## src/rtl/sae_pkg.sv

```systemverilog
// Shared types and defaults for the streaming Vigenere-style cipher.
// Characters live in a printable window [CHAR_MIN, CHAR_MAX] of RANGE symbols.
package sae_pkg;

  typedef enum logic [1:0] {
    MODE_IDLE = 2'b00,
    MODE_ENC  = 2'b01,
    MODE_DEC  = 2'b10,
    MODE_RSV  = 2'b11
  } mode_t;

  typedef enum logic {
    ST_IDLE   = 1'b0,
    ST_ACTIVE = 1'b1
  } state_t;

  localparam int unsigned CHAR_MIN_DEF = 32'h20;
  localparam int unsigned CHAR_MAX_DEF = 32'h7E;
  localparam int unsigned RANGE_DEF    = CHAR_MAX_DEF - CHAR_MIN_DEF + 1;

  // Reduces a raw key byte into the symbol range (divisor is a constant).
  function automatic logic [15:0] mod_range(input logic [15:0] value, input logic [15:0] range);
    return value % range;
  endfunction

endpackage

```

## src/rtl/sae_fifo.sv

```systemverilog
// Small synchronous FIFO with first-word-fall-through read, full/empty and count.
// Pushes on a full FIFO are dropped even when a pop happens in the same cycle.
module sae_fifo #(
  parameter int WIDTH = 10,
  parameter int DEPTH = 4
) (
  input  logic                     clk,
  input  logic                     rst_n,
  input  logic                     wr_en,
  input  logic [WIDTH-1:0]         wr_data,
  input  logic                     rd_en,
  output logic [WIDTH-1:0]         rd_data,
  output logic                     full,
  output logic                     empty,
  output logic [$clog2(DEPTH):0]   count
);

  localparam int AW = $clog2(DEPTH);

  logic [WIDTH-1:0] mem [DEPTH];
  logic [AW-1:0]    wr_ptr_reg, rd_ptr_reg;
  logic [AW:0]      count_reg;
  logic             push, pop;

  assign full    = (count_reg == (AW+1)'(DEPTH));
  assign empty   = (count_reg == '0);
  assign count   = count_reg;
  assign push    = wr_en && !full;
  assign pop     = rd_en && !empty;
  assign rd_data = mem[rd_ptr_reg];

  always_ff @(posedge clk) begin
    if (push) mem[wr_ptr_reg] <= wr_data;
  end

  // Power-of-two depth lets the pointers wrap naturally.
  always_ff @(posedge clk or negedge rst_n) begin
    if (!rst_n) begin
      wr_ptr_reg <= '0;
      rd_ptr_reg <= '0;
      count_reg  <= '0;
    end else begin
      if (push) wr_ptr_reg <= wr_ptr_reg + 1'b1;
      if (pop)  rd_ptr_reg <= rd_ptr_reg + 1'b1;
      case ({push, pop})
        2'b10:   count_reg <= count_reg + 1'b1;
        2'b01:   count_reg <= count_reg - 1'b1;
        default: count_reg <= count_reg;
      endcase
    end
  end

endmodule

```

## src/rtl/sae_stream_cipher.sv

```systemverilog
// Streaming cyclic-key cipher over printable characters, one char per beat,
// with per-character error flag and a small output FIFO.
module sae_stream_cipher
  import sae_pkg::*;
#(
  parameter int          DATA_W     = 8,
  parameter int          KEY_LEN    = 4,
  parameter int          FIFO_DEPTH = 4,
  parameter int unsigned CHAR_MIN   = CHAR_MIN_DEF,
  parameter int unsigned CHAR_MAX   = CHAR_MAX_DEF,
  localparam int         KW         = (KEY_LEN > 1) ? $clog2(KEY_LEN) : 1
) (
  input  logic              clk,
  input  logic              rst_n,
  input  logic [1:0]        mode,
  input  logic              key_we,
  input  logic [KW-1:0]     key_idx,
  input  logic [DATA_W-1:0] key_byte,
  output logic              key_busy,
  input  logic              s_valid,
  output logic              s_ready,
  input  logic [DATA_W-1:0] s_data,
  input  logic              s_last,
  output logic              m_valid,
  input  logic              m_ready,
  output logic [DATA_W-1:0] m_data,
  output logic              m_err,
  output logic              m_last
);

  localparam int unsigned RANGE   = CHAR_MAX - CHAR_MIN + 1;
  localparam int          AW      = DATA_W + 1;
  localparam int          CW      = $clog2(FIFO_DEPTH) + 1;
  localparam logic [AW-1:0]     RANGE_W = AW'(RANGE);
  localparam logic [AW-1:0]     CMIN_W  = AW'(CHAR_MIN);
  localparam logic [DATA_W-1:0] CMIN_D  = DATA_W'(CHAR_MIN);
  localparam logic [DATA_W-1:0] CMAX_D  = DATA_W'(CHAR_MAX);

  state_t              state_reg, state_next;
  mode_t               mode_reg, eff_mode;
  logic [KW-1:0]       ptr_reg;
  logic [DATA_W-1:0]   key_reg [KEY_LEN];
  logic [KEY_LEN-1:0]  key_slot_we;
  logic                rdy_en_reg;
  logic                accept, key_wr;
  logic                fifo_full, fifo_empty;
  logic [CW-1:0]       fifo_count;
  logic [DATA_W+1:0]   fifo_rd_data;
  logic [AW-1:0]       x, k, y;
  logic                in_range, err;
  logic [DATA_W-1:0]   res_data;

  assign s_ready  = rdy_en_reg && !fifo_full;
  assign accept   = s_valid && s_ready;
  assign key_busy = (state_reg == ST_ACTIVE);
  assign key_wr   = key_we && !key_busy && !accept;
  // The first beat of a message uses the live mode; later beats the latched copy.
  assign eff_mode = (state_reg == ST_IDLE) ? mode_t'(mode) : mode_reg;

  for (genvar gi = 0; gi < KEY_LEN; gi++) begin : g_key_we
    assign key_slot_we[gi] = key_wr && (key_idx == KW'(gi));
  end

  always_ff @(posedge clk or negedge rst_n) begin
    if (!rst_n) begin
      for (int i = 0; i < KEY_LEN; i++) key_reg[i] <= '0;
    end else begin
      for (int i = 0; i < KEY_LEN; i++)
        if (key_slot_we[i]) key_reg[i] <= key_byte;
    end
  end

  always_comb begin
    x        = {1'b0, s_data} - CMIN_W;
    k        = AW'(mod_range(16'(key_reg[ptr_reg]), 16'(RANGE)));
    in_range = (s_data >= CMIN_D) && (s_data <= CMAX_D);
    err      = !in_range || !((eff_mode == MODE_ENC) || (eff_mode == MODE_DEC));
    if (eff_mode == MODE_ENC) begin
      y = x + k;
      if (y >= RANGE_W) y = y - RANGE_W;
    end else begin
      y = (x >= k) ? (x - k) : (x + RANGE_W - k);
    end
    res_data = err ? '0 : DATA_W'(y + CMIN_W);
  end

  always_comb begin
    state_next = state_reg;
    if (accept) state_next = s_last ? ST_IDLE : ST_ACTIVE;
  end

  always_ff @(posedge clk or negedge rst_n) begin
    if (!rst_n) begin
      state_reg  <= ST_IDLE;
      mode_reg   <= MODE_IDLE;
      ptr_reg    <= '0;
      rdy_en_reg <= 1'b0;
    end else begin
      state_reg  <= state_next;
      rdy_en_reg <= 1'b1;
      if (accept) begin
        if (state_reg == ST_IDLE) mode_reg <= mode_t'(mode);
        if (s_last || (ptr_reg == KW'(KEY_LEN - 1))) ptr_reg <= '0;
        else                                         ptr_reg <= ptr_reg + 1'b1;
      end
    end
  end

  sae_fifo #(
    .WIDTH (DATA_W + 2),
    .DEPTH (FIFO_DEPTH)
  ) u_fifo (
    .clk     (clk),
    .rst_n   (rst_n),
    .wr_en   (accept),
    .wr_data ({s_last, err, res_data}),
    .rd_en   (m_ready),
    .rd_data (fifo_rd_data),
    .full    (fifo_full),
    .empty   (fifo_empty),
    .count   (fifo_count)
  );

  assign m_valid                  = (fifo_count != '0);
  assign {m_last, m_err, m_data}  = fifo_empty ? '0 : fifo_rd_data;

endmodule
```

## config.mk

```make
export PLATFORM = sky130hd
export DESIGN_NAME = sae_stream_cipher
export DESIGN_NICKNAME = d
export VERILOG_FILES = /design/src/rtl/sae_pkg.sv /design/src/rtl/sae_fifo.sv /design/src/rtl/sae_stream_cipher.sv
export SDC_FILE = /design/constraint.sdc
export NUM_CORES = 1
export LEC_CHECK = 0
export ABC_CLOCK_PERIOD_IN_PS = 9500
export BUFFER_PORTS_ARGS = -buffer_cell sky130_fd_sc_hd__buf_2
export CAP_MARGIN = 10
export CORE_ASPECT_RATIO = 1.25
export CORE_MARGIN = 10
export CORE_UTILIZATION = 55
export CTS_BUF_LIST = sky130_fd_sc_hd__clkbuf_2
export CTS_CLUSTER_DIAMETER = 200
export DETAILED_ROUTE_END_ITERATION = 6
export PLACE_DENSITY_LB_ADDON = 0.08
export REMOVE_ABC_BUFFERS = 1
export SETUP_SLACK_MARGIN = 0.4
export SKIP_CTS_REPAIR_TIMING = 1
export SYNTH_ARGS = -nofsm -noshare
export SYNTH_HDL_FRONTEND = slang
export SYNTH_HIERARCHICAL = 1
export SYNTH_SLANG_ARGS = --single-unit
```

## constraint.sdc

```tcl
create_clock -name clk -period 9.5 [get_ports clk]
set_input_delay 1.425 -clock clk [delete_from_list [all_inputs] [get_ports clk]]
set_output_delay 1.425 -clock clk [all_outputs]
set_load 0.01 [all_outputs]
```

==> summary.txt, run 1 <==
Placement
  • Placed insts: 646
  • Port bufs: 38
  • Post-DP HPWL: 9.15 mm
  • Routability cong.: between 0.8 and 0.9

Logic synthesis
  • Main combinational cell family by area after synthesis: multiplexers
  • Simple-Gate Fraction of Synth Area: 0.105
  • Share of the synthesized area in the top cell type: 0.209
  • Syn_area_per_cell: approximately 12 sq um
  • Multiplexer share of the synthesized area: 0.170
  • Cell variety after synth: between 60 and 70
  • #FFs+latches synth: 85
  • EDFF count, synth: 40
  • Synthesized-area fraction occupied by adder cells: 0.117
  • Area leader, netlist: edfxtp_1
  • Synth area leaders: edfxtp_1, dfrtp_1, ha_1, mux2_2, mux4_2
  • Post-synth ARST share: 0.529
  • Synth Area in XOR/XNOR: 0.0548
  • Post-synth design cell area: ~5800 sq um
  • Most used DFF post-synth: dfrtp_1
  • Syn Inst Count: roughly 500
  • Post-synthesis sequential area ratio: 0.404
  • Synth Area in Compound Gates: 0.109
  • Yosys warns: 6

Final layout
  • # fillers: 885
  • Synthesis-to-layout area growth: 7.74%
  • Fin util: 0.611
  • Post-layout nets: about 600
  • Commonest non-fill, non-tap cell in the layout: dfrtp_1
  • Most frequent cells in the layout: dfrtp_1, ha_1, edfxtp_1
  • Largest register FFs: 40
  • Proportion of layout cells with a drive suffix above 1: 0.251
  • Finished Layout Cells: approximately 660
  • Ant diodes: 0

Drt
  • First-pass DRT Iterations: 4
  • WL per Instance: 17.8 um
  • Post-route DRC: 0
  • Via count: roughly 3800
  • Number of vias per cell: a little under 6
  • Iteration-0 DRC Markers: approximately 150
  • Total wire length: between 10 and 15 mm
  • Final ANT Viol Nets: 0

Clocking
  • Root buf cell: clkbuf_2
  • CTS tree: done
  • H-tree depth: 3
  • Clock Latency Late Sink: around 0.53 ns
  • CTS max path bufs: 2
  • Clock-pin slew on the worst setup and hold paths: 0.24 ns
  • Num Clock Sinks: 85
  • Cts bufs inserted: 9

STA
  • Slew @ Worst Pin: 0.987 ns
  • Setup violation total in the final timing report: 0
  • Final hold slack: between 0.5 and 0.6 ns
  • Final setup TNS: 0 ns
  • Final hold violations: 0
  • Fin crit share: 0.758
  • Max Clock Skew: a little over 0.04 ns
  • Min Clock Period, post-route: 7.20 ns
  • Final max-slew violation count: 0
  • Unrepaired setup endpoints after global routing: no
  • Fmax: about 140 MHz
  • Rel. slew slack: 0.342

Global route
  • Total GRT Usage: 0.159
  • First-pass GRT wire length: approximately 20 mm
  • Largest net degree at the start of global routing: 46
  • Grt total ovfl: 0
  • Initial antenna violation count: 0
  • Vias in the first global route: 4037

Setup path
  • Crit Path Max Fanout: 11
  • Setup CP Type: reg2reg
  • CP dominant cell by count: ha_1
  • CP max stage delay: 0.77 ns
  • Critical path's slowest cell: dfrtp_1
  • Startpoint types: register
  • Critical path arrival: ~7.5 ns
  • Crit-path cells: mux4_2, ha_1, a41o_4, and2_1, a21oi_1, xnor2_1, ha_1, o31ai_2, o21ai_2, a21boi_4, mux2_4, ha_1, a21o_1, a211o_1, a21oi_1, xnor2_1, o311ai_1, a31oi_1, xor2_1, a21o_1, ha_1, nor3b_1, mux2i_1, nand3b_1
  • Req. time, crit path: between 9 and 10 ns
  • Cells on worst reg2reg path: 24
  • Crit path capture type: register

Flow run
  • Max Cap Violations: 0

Die
  • Io pins: 39
  • Die width: approximately 110 um
  • Row count: 41
  • Starting Density: 0.567
  • Die height: approximately 130 um
  • Core area: slightly above 10000 sq um
  • Die ar.: 15000 sq um

Run status
  • Outcome: complete, no violations

Worst hold path
  • Hold depth: 1
  • Worst hold path type: reg2reg
[path summary, 6_finish.rpt]
kind                                         startpoint                           to  slack [ns]
worst max register to register   ptr_reg[0]$_DFFE_PN0P_   u_fifo/mem[0][7]$_DFFE_PP_        2.30
worst min register to register  key_reg[12]$_DFFE_PN0P_      key_reg[12]$_DFFE_PN0P_        0.54
worst max-delay path             ptr_reg[0]$_DFFE_PN0P_   u_fifo/mem[0][7]$_DFFE_PP_        2.30
min in group asynchronous                         rst_n  u_fifo/count[2]$_DFFE_PN0P_        1.01
max in group asynchronous                         rst_n      key_reg[19]$_DFFE_PN0P_        7.88
worst min-delay path            key_reg[12]$_DFFE_PN0P_      key_reg[12]$_DFFE_PN0P_        0.54
[cell type report]
type | instances | area, sq um | share of cell area
Sequential cell | 85 | 2330 | 0.375
Multi-Input combinational cell | 351 | 3200 | 0.517
Timing Repair Buffer | 42 | 220 | 0.0355
Clock buffer | 11 | 55.1 | 0.00888
Inverter | 40 | 150 | 0.0242
Tap cell | 129 | 161 | 0.0260
Clock inverter | 5 | 83.8 | 0.0135
[kinds of logic after synthesis]
logic type      count (synthesis)
flops                          85
fa+ha+maj                      49
buf+inv                        53
other cells                     1
compound gates                 86
xor+xnor                       36
simple gates                  110
mux                            69
[cell usage after synthesis (3+ instances only)]
| cell | count |
|---|---|
| a211o_1 | 3 |
| a211oi_1 | 9 |
| a21o_1 | 8 |
| a21oi_1 | 15 |
| a31oi_1 | 6 |
| and2_2 | 4 |
| buf_2 | 3 |
| buf_6 | 3 |
| clkbuf_1 | 6 |
| dfrtp_1 | 45 |
| edfxtp_1 | 40 |
| fa_1 | 8 |
| ha_1 | 41 |
| inv_1 | 39 |
| mux2_2 | 38 |
| mux2_4 | 3 |
| mux2i_1 | 10 |
| mux4_2 | 18 |
| nand2_1 | 17 |
| nand2b_1 | 3 |
| nand3_1 | 6 |
| nand3b_1 | 3 |
| nand4_1 | 3 |
| nor2_1 | 29 |
| nor2b_1 | 13 |
| nor3_1 | 9 |
| nor3b_1 | 3 |
| nor4_1 | 5 |
| o211ai_1 | 3 |
| o21ai_0 | 11 |
| o21ai_1 | 3 |
| o21bai_1 | 3 |
| o31ai_1 | 3 |
| or3_1 | 3 |
| xnor2_1 | 25 |
| xor2_1 | 11 |
[through the flow]
step,area [sq um],setup WS (ns)
2_1_floorplan,5680,2.69
3_3_place_gp,6060,2.58
3_5_place_dp,6060,2.31
4_1_cts,6190,2.28
5_1_grt,6200,1.57
6_report,6200,2.30
[critical path, delay by kind of cell, from the launching register on]
kind / cells / cell delay (ns)
simple gates: 3 / 0.50
flops: 1 / 0.77
fa+ha+maj: 4 / 1.11
mux: 3 / 1.16
compound gates: 11 / 2.86
xor+xnor: 3 / 0.57
[layer usage]
layer / global-route usage / part of all wire
met5: 0 / 0
met4: 0.0401 / 0.0084
met3: 0.0263 / 0.027
met2: 0.293 / 0.54
met1: 0.185 / 0.43
Power of run 1 is not shown: default switching activity piles up to over one toggle a cycle in this logic, so the estimate is an artifact.
==> run 2: changes to the inputs <==
--- a/config.mk
+++ b/config.mk
@@ -5,7 +5,7 @@
 export SDC_FILE = /design/constraint.sdc
 export NUM_CORES = 1
 export LEC_CHECK = 0
-export ABC_CLOCK_PERIOD_IN_PS = 9500
+export ABC_CLOCK_PERIOD_IN_PS = 7500
 export BUFFER_PORTS_ARGS = -buffer_cell sky130_fd_sc_hd__buf_2
 export CAP_MARGIN = 10
 export CORE_ASPECT_RATIO = 1.25
==> constraint.sdc (replaced) <==
create_clock -name clk -period 7.5 [get_ports clk]
set_input_delay 1.125 -clock clk [delete_from_list [all_inputs] [get_ports clk]]
set_output_delay 1.125 -clock clk [all_outputs]
set_load 0.01 [all_outputs]
==> summary.txt, run 2 (synthesis results as in run 1) <==
Placement
  • Routability cong.: 0.869 (was 0.835)
  • Port bufs: 38 (unchanged)
  • Post-DP HPWL: 9.18 mm (was 9.15 mm)

Die
  • Die ar.: 15000 sq um (unchanged)
  • Die height: 134 um (unchanged)
  • Starting Density: 0.567 (unchanged)
  • Io pins: 39 (unchanged)
  • Row count: 41 (unchanged)
  • Die width: 112 um (unchanged)
  • Core area: 10200 sq um (unchanged)

Final layout
  • # fillers: 836 (was 885)
  • Ant diodes: 0 (unchanged)
  • Storage element area: 2330 sq um (about the same)
  • Commonest non-fill, non-tap cell in the layout: dfrtp_1 (unchanged)
  • Most frequent cells in the layout: dfrtp_1, ha_1, edfxtp_1 (unchanged)
  • Synthesis-to-layout area growth: 8.87% (was 7.74%)
  • Largest register FFs: 40 (unchanged)
  • Proportion of layout cells with a drive suffix above 1: 0.272 (was 0.251)
  • Post-layout nets: 606 (was 604)
  • Multi-input logic area: 3280 sq um (was 3200 sq um)

Setup path
  • CP bufs+invs: 0 (unchanged)
  • Worst r2r src: ptr_reg[0]$_DFFE_PN0P_ (unchanged)
  • Cells on worst reg2reg path: 25 (was 24)
  • Startpoint types: register (unchanged)
  • End of the worst register-to-register path: u_fifo/mem[0][7]$_DFFE_PP_ (unchanged)
  • Setup CP Type: reg2reg (unchanged)
  • Crit path capture type: register (unchanged)
  • CP max stage delay: 0.60 ns (was 0.77 ns)
  • Crit Path Max Fanout: 8 (was 11)
  • Critical path's slowest cell: mux4_2 (was dfrtp_1)
  • Reg2reg setup slack: 0.84 ns (was 2.30 ns)
  • Critical path arrival: 6.92 ns (was 7.49 ns)
  • CP top delay family: compound AO/OA/AOI/OAI gates (unchanged)
  • Req. time, crit path: 7.76 ns (was 9.79 ns)
  • CP dominant cell by count: ha_1 (unchanged)

STA
  • Max Clock Skew: 0.0639 ns (was 0.0409 ns)
  • Final hold violations: 0 (unchanged)
  • Setup violation total in the final timing report: 0 (unchanged)
  • Final setup TNS: 0 ns (unchanged)
  • Final max-slew violation count: 0 (unchanged)
  • Fmax: 150 MHz (was 139 MHz)
  • Fin crit share: 0.888 (was 0.758)
  • Min Clock Period, post-route: 6.66 ns (was 7.20 ns)
  • Unrepaired setup endpoints after global routing: no (unchanged)
  • Slew @ Worst Pin: 0.979 ns (was 0.987 ns)
  • Rel. slew slack: 0.347 (was 0.342)

Global route
  • Grt total ovfl: 0 (unchanged)
  • Initial antenna violation count: 0 (unchanged)
  • First-pass GRT wire length: 19.8 mm (was 19.5 mm)
  • Total GRT Usage: 0.161 (was 0.159)
  • Vias in the first global route: 3952 (was 4037)
  • Largest net degree at the start of global routing: 46 (unchanged)

Worst hold path
  • Hold depth: 1 (unchanged)
  • Hold Path End: key_reg[16]$_DFFE_PN0P_ (was key_reg[12]$_DFFE_PN0P_)
  • Worst hold path type: reg2reg (unchanged)
  • Hold path start: key_reg[16]$_DFFE_PN0P_ (was key_reg[12]$_DFFE_PN0P_)

Drt
  • Via count: 3880 (was 3835)
  • Number of vias per cell: 5.83 (was 5.78)
  • Total wire length: 11.9 mm (was 11.8 mm)
  • Final ANT Viol Nets: 0 (unchanged)
  • WL per Instance: 17.9 um (was 17.8 um)
  • Iteration-0 DRC Markers: 235 (was 154)
  • Post-route DRC: 0 (unchanged)
  • First-pass DRT Iterations: 5 (was 4)

Clocking
  • Clock Latency Late Sink: 0.55 ns (was 0.53 ns)
  • Clock-pin slew on the worst setup and hold paths: 0.22 ns (was 0.24 ns)
  • Num Clock Sinks: 85 (unchanged)
  • CTS tree: done (unchanged)
  • Root buf cell: clkbuf_2 (unchanged)
  • CTS max path bufs: 2 (unchanged)
  • Cts bufs inserted: 9 (unchanged)
  • H-tree depth: 3 (unchanged)

Run status
  • Outcome: complete, no violations (unchanged)

Flow run
  • Max Cap Violations: 0 (unchanged)
-- run 2: changes by cell type in the layout (fill, tap and decap cells not counted), moves of 2 or more --
cell,before,now
nor3_2,0,2
nor4_1,5,3
nor3_1,9,7
buf_4,3,6
dfrtp_1,45,43
-- run 2: metrics by stage --
step / hold slack [ns] / std cells / instance area (sq um) / worst slack [ns] / utilization
after floorplan: 0.450 / 476 / 5680 / 0.691 / -
after global placement: 0.469 / 647 / 6060 / 0.550 / 0.597
after detailed placement: 0.489 / 647 / 6060 / 0.297 / 0.597
after CTS: 0.536 / 663 / 6170 / 0.200 / 0.608
after global routing: 0.549 / 665 / 6270 / 0.399 / 0.617
final: 0.534 / 665 / 6270 / 0.843 / 0.617
-- run 2: final cells by class --
type,instances,share of cell area
clock buffer,10,0.00799
clock inverter,6,0.00978
inverter,40,0.0240
multi-input combinational,351,0.523
sequential,85,0.372
tap,129,0.0258
timing repair buffer,44,0.0375
-- run 2: worst max path at each step --
| stage | start | to | slack (ns) | cells past startpoint |
|---|---|---|---|---|
| floorplan | ptr_reg[0]$_DFFE_PN0P_ | u_fifo/mem[0][7]$_DFFE_PP_ | 0.69 | 26 |
| global placement | ptr_reg[0]$_DFFE_PN0P_ | u_fifo/mem[0][7]$_DFFE_PP_ | 0.55 | 24 |
| detailed placement | ptr_reg[0]$_DFFE_PN0P_ | u_fifo/mem[0][7]$_DFFE_PP_ | 0.30 | 25 |
| CTS | ptr_reg[0]$_DFFE_PN0P_ | u_fifo/mem[0][7]$_DFFE_PP_ | 0.20 | 25 |
| global route | ptr_reg[0]$_DFFE_PN0P_ | u_fifo/mem[0][7]$_DFFE_PP_ | 0.40 | 24 |
| finish | ptr_reg[0]$_DFFE_PN0P_ | u_fifo/mem[0][7]$_DFFE_PP_ | 0.84 | 25 |
-- run 2: layer usage --
metal | global-route usage | vias up | routed length, um
met4 | 0.0551 | 0 | 167
met2 | 0.281 | 80 | 6220
met3 | 0.0290 | 13 | 417
li1 | - | 1873 | -
met5 | 0 | - | 0
met1 | 0.194 | 1914 | 5090
Power of run 2 is left out for the same reason.
==> run 3: changes to the inputs <==
--- a/config.mk
+++ b/config.mk
@@ -14,7 +14,7 @@
 export CTS_BUF_LIST = sky130_fd_sc_hd__clkbuf_2
 export CTS_CLUSTER_DIAMETER = 200
 export DETAILED_ROUTE_END_ITERATION = 6
-export PLACE_DENSITY_LB_ADDON = 0.08
+export PLACE_DENSITY = 0.74
 export REMOVE_ABC_BUFFERS = 1
 export SETUP_SLACK_MARGIN = 0.4
 export SKIP_CTS_REPAIR_TIMING = 1
==> summary.txt, run 3 (synthesis results as in run 1) <==
Drt
  • Iteration-0 DRC Markers: 194 (was 235)
  • Via count: 3914 (was 3880)
  • Final ANT Viol Nets: 0 (unchanged)
  • Number of vias per cell: 5.87 (was 5.83)
  • WL per Instance: 17.7 um (was 17.9 um)
  • First-pass DRT Iterations: 5 (unchanged)
  • Total wire length: 11.8 mm (was 11.9 mm)
  • Post-route DRC: 0 (unchanged)

Setup path
  • CP dominant cell by count: ha_1 (unchanged)
  • CP bufs+invs: 0 (unchanged)
  • CP startpoint: ptr_reg[0]$_DFFE_PN0P_ (unchanged)
  • Crit-path cells: mux4_2, ha_1, a41o_4, and2_1, a21oi_2, xnor2_1, ha_1, o31ai_2, o21ai_2, a21boi_4, nand2b_4, xor2_1, ha_1, nor2b_1, o21a_1, o31a_1, or3_1, o311ai_4, a31oi_1, xor2_1, a21o_1, ha_1, a2111oi_0, nand3b_1
  • Critical path's slowest cell: mux4_2 (unchanged)
  • CP max stage delay: 0.61 ns (was 0.60 ns)
  • Startpoint types: register (unchanged)
  • Crit Path Max Fanout: 8 (unchanged)
  • Setup CP Type: reg2reg (unchanged)
  • CP top delay family: compound AO/OA/AOI/OAI gates (unchanged)
  • Critical path arrival: 7.12 ns (was 6.92 ns)
  • Req. time, crit path: 7.87 ns (was 7.76 ns)
  • Crit path capture type: register (unchanged)
  • Worst r2r src: ptr_reg[0]$_DFFE_PN0P_ (unchanged)

Placement
  • Post-DP HPWL: 8.99 mm (was 9.18 mm)
  • Placed insts: 647 (unchanged)
  • Routability cong.: 0.931 (was 0.869)
  • Port bufs: 38 (unchanged)

STA
  • Final hold slack: 0.535 ns (was 0.534 ns)
  • Fin crit share: 0.900 (was 0.888)
  • Max Clock Skew: 0.0413 ns (was 0.0639 ns)
  • Setup violation total in the final timing report: 0 (unchanged)
  • Slew @ Worst Pin: 0.986 ns (was 0.979 ns)
  • Unrepaired setup endpoints after global routing: no (unchanged)
  • Fmax: 148 MHz (was 150 MHz)
  • Min Clock Period, post-route: 6.75 ns (was 6.66 ns)
  • Final hold violations: 0 (unchanged)
  • Final setup TNS: 0 ns (unchanged)
  • Final max-slew violation count: 0 (unchanged)
  • Rel. slew slack: 0.343 (was 0.347)

Die
  • Io pins: 39 (unchanged)
  • Die ar.: 15000 sq um (unchanged)
  • Row count: 41 (unchanged)
  • Die width: 112 um (unchanged)
  • Die height: 134 um (unchanged)
  • Starting Density: 0.567 (unchanged)
  • Core area: 10200 sq um (unchanged)

Global route
  • First-pass GRT wire length: 19.4 mm (was 19.8 mm)
  • Largest net degree at the start of global routing: 46 (unchanged)
  • Total GRT Usage: 0.154 (was 0.161)
  • Initial antenna violation count: 0 (unchanged)
  • Grt total ovfl: 0 (unchanged)
  • Vias in the first global route: 4090 (was 3952)

Clocking
  • CTS tree: done (unchanged)
  • Num Clock Sinks: 85 (unchanged)
  • Clock-pin slew on the worst setup and hold paths: 0.26 ns (was 0.22 ns)
  • Root buf cell: clkbuf_2 (unchanged)
  • Clock Latency Late Sink: 0.54 ns (was 0.55 ns)
  • H-tree depth: 3 (unchanged)
  • Cts bufs inserted: 9 (unchanged)
  • CTS max path bufs: 2 (unchanged)

Final layout
  • Fin util: 0.624 (was 0.617)
  • Most frequent cells in the layout: dfrtp_1, ha_1, edfxtp_1 (unchanged)
  • Ant diodes: 0 (unchanged)
  • Proportion of layout cells with a drive suffix above 1: 0.281 (was 0.272)
  • Post-layout nets: 608 (was 606)
  • Synthesis-to-layout area growth: 10.1% (was 8.87%)
  • Finished Layout Cells: 667 (was 665)
  • Commonest non-fill, non-tap cell in the layout: dfrtp_1 (unchanged)
  • Largest register FFs: 40 (unchanged)

Worst hold path
  • Worst hold path type: reg2reg (unchanged)
  • Hold path start: mode_reg[1]$_DFFE_PN0P_ (was key_reg[16]$_DFFE_PN0P_)

Run status
  • Outcome: complete, no violations (unchanged)

Flow run
  • Max Cap Violations: 0 (unchanged)
run 3: path summary, 6_finish.rpt:
| kind | to | slack, ns | cells past startpoint |
|---|---|---|---|
| hold / removal | mode_reg[1]$_DFFE_PN0P_ | 0.54 | 2 |
| max in group asynchronous | ptr_reg[1]$_DFFE_PN0P_ | 6.16 | 1 |
| min in group asynchronous | key_reg[22]$_DFFE_PN0P_ | 0.69 | 1 |
| setup reg to reg | u_fifo/mem[0][7]$_DFFE_PP_ | 0.75 | 24 |
| hold reg to reg | mode_reg[1]$_DFFE_PN0P_ | 0.54 | 2 |
| setup / recovery | u_fifo/mem[0][7]$_DFFE_PP_ | 0.75 | 24 |
run 3: layer usage:
metal  up-vias  GRT usage  routed length [um]
li1       1870          -                   -
met1      1932      0.175                4990
met2        93      0.277                6120
met3        19     0.0330                 467
met4         0     0.0594                 231
met5         -          0                   0
run 3: worst reg2reg max path, cell delays in order (launching register included):
cell	delay, ns
dfrtp_2	0.53
mux4_2	0.61
ha_1	0.29
a41o_4	0.26
and2_1	0.21
a21oi_2	0.23
xnor2_1	0.18
ha_1	0.28
o31ai_2	0.13
o21ai_2	0.29
a21boi_4	0.14
nand2b_4	0.17
xor2_1	0.28
ha_1	0.39
nor2b_1	0.17
o21a_1	0.20
o31a_1	0.30
or3_1	0.43
o311ai_4	0.17
a31oi_1	0.15
xor2_1	0.18
a21o_1	0.21
ha_1	0.21
a2111oi_0	0.37
nand3b_1	0.22
run 3: final cells by class:
cell class	instances	area, sq um
fill	818	3820
multi-input combinational	351	3300
sequential	85	2330
timing repair buffer	46	250
tap	129	161
inverter	40	150
clock inverter	7	103
clock buffer	9	45.0
run 3: stage by stage:
stage	cell area (sq um)	worst slack, ns
6_report	6340	0.751
5_1_grt	6340	0.384
4_1_cts	6210	0.292
3_5_place_dp	6060	0.434
3_3_place_gp	6060	0.769
2_1_floorplan	5680	0.691
Power of run 3 is left out for the same reason.
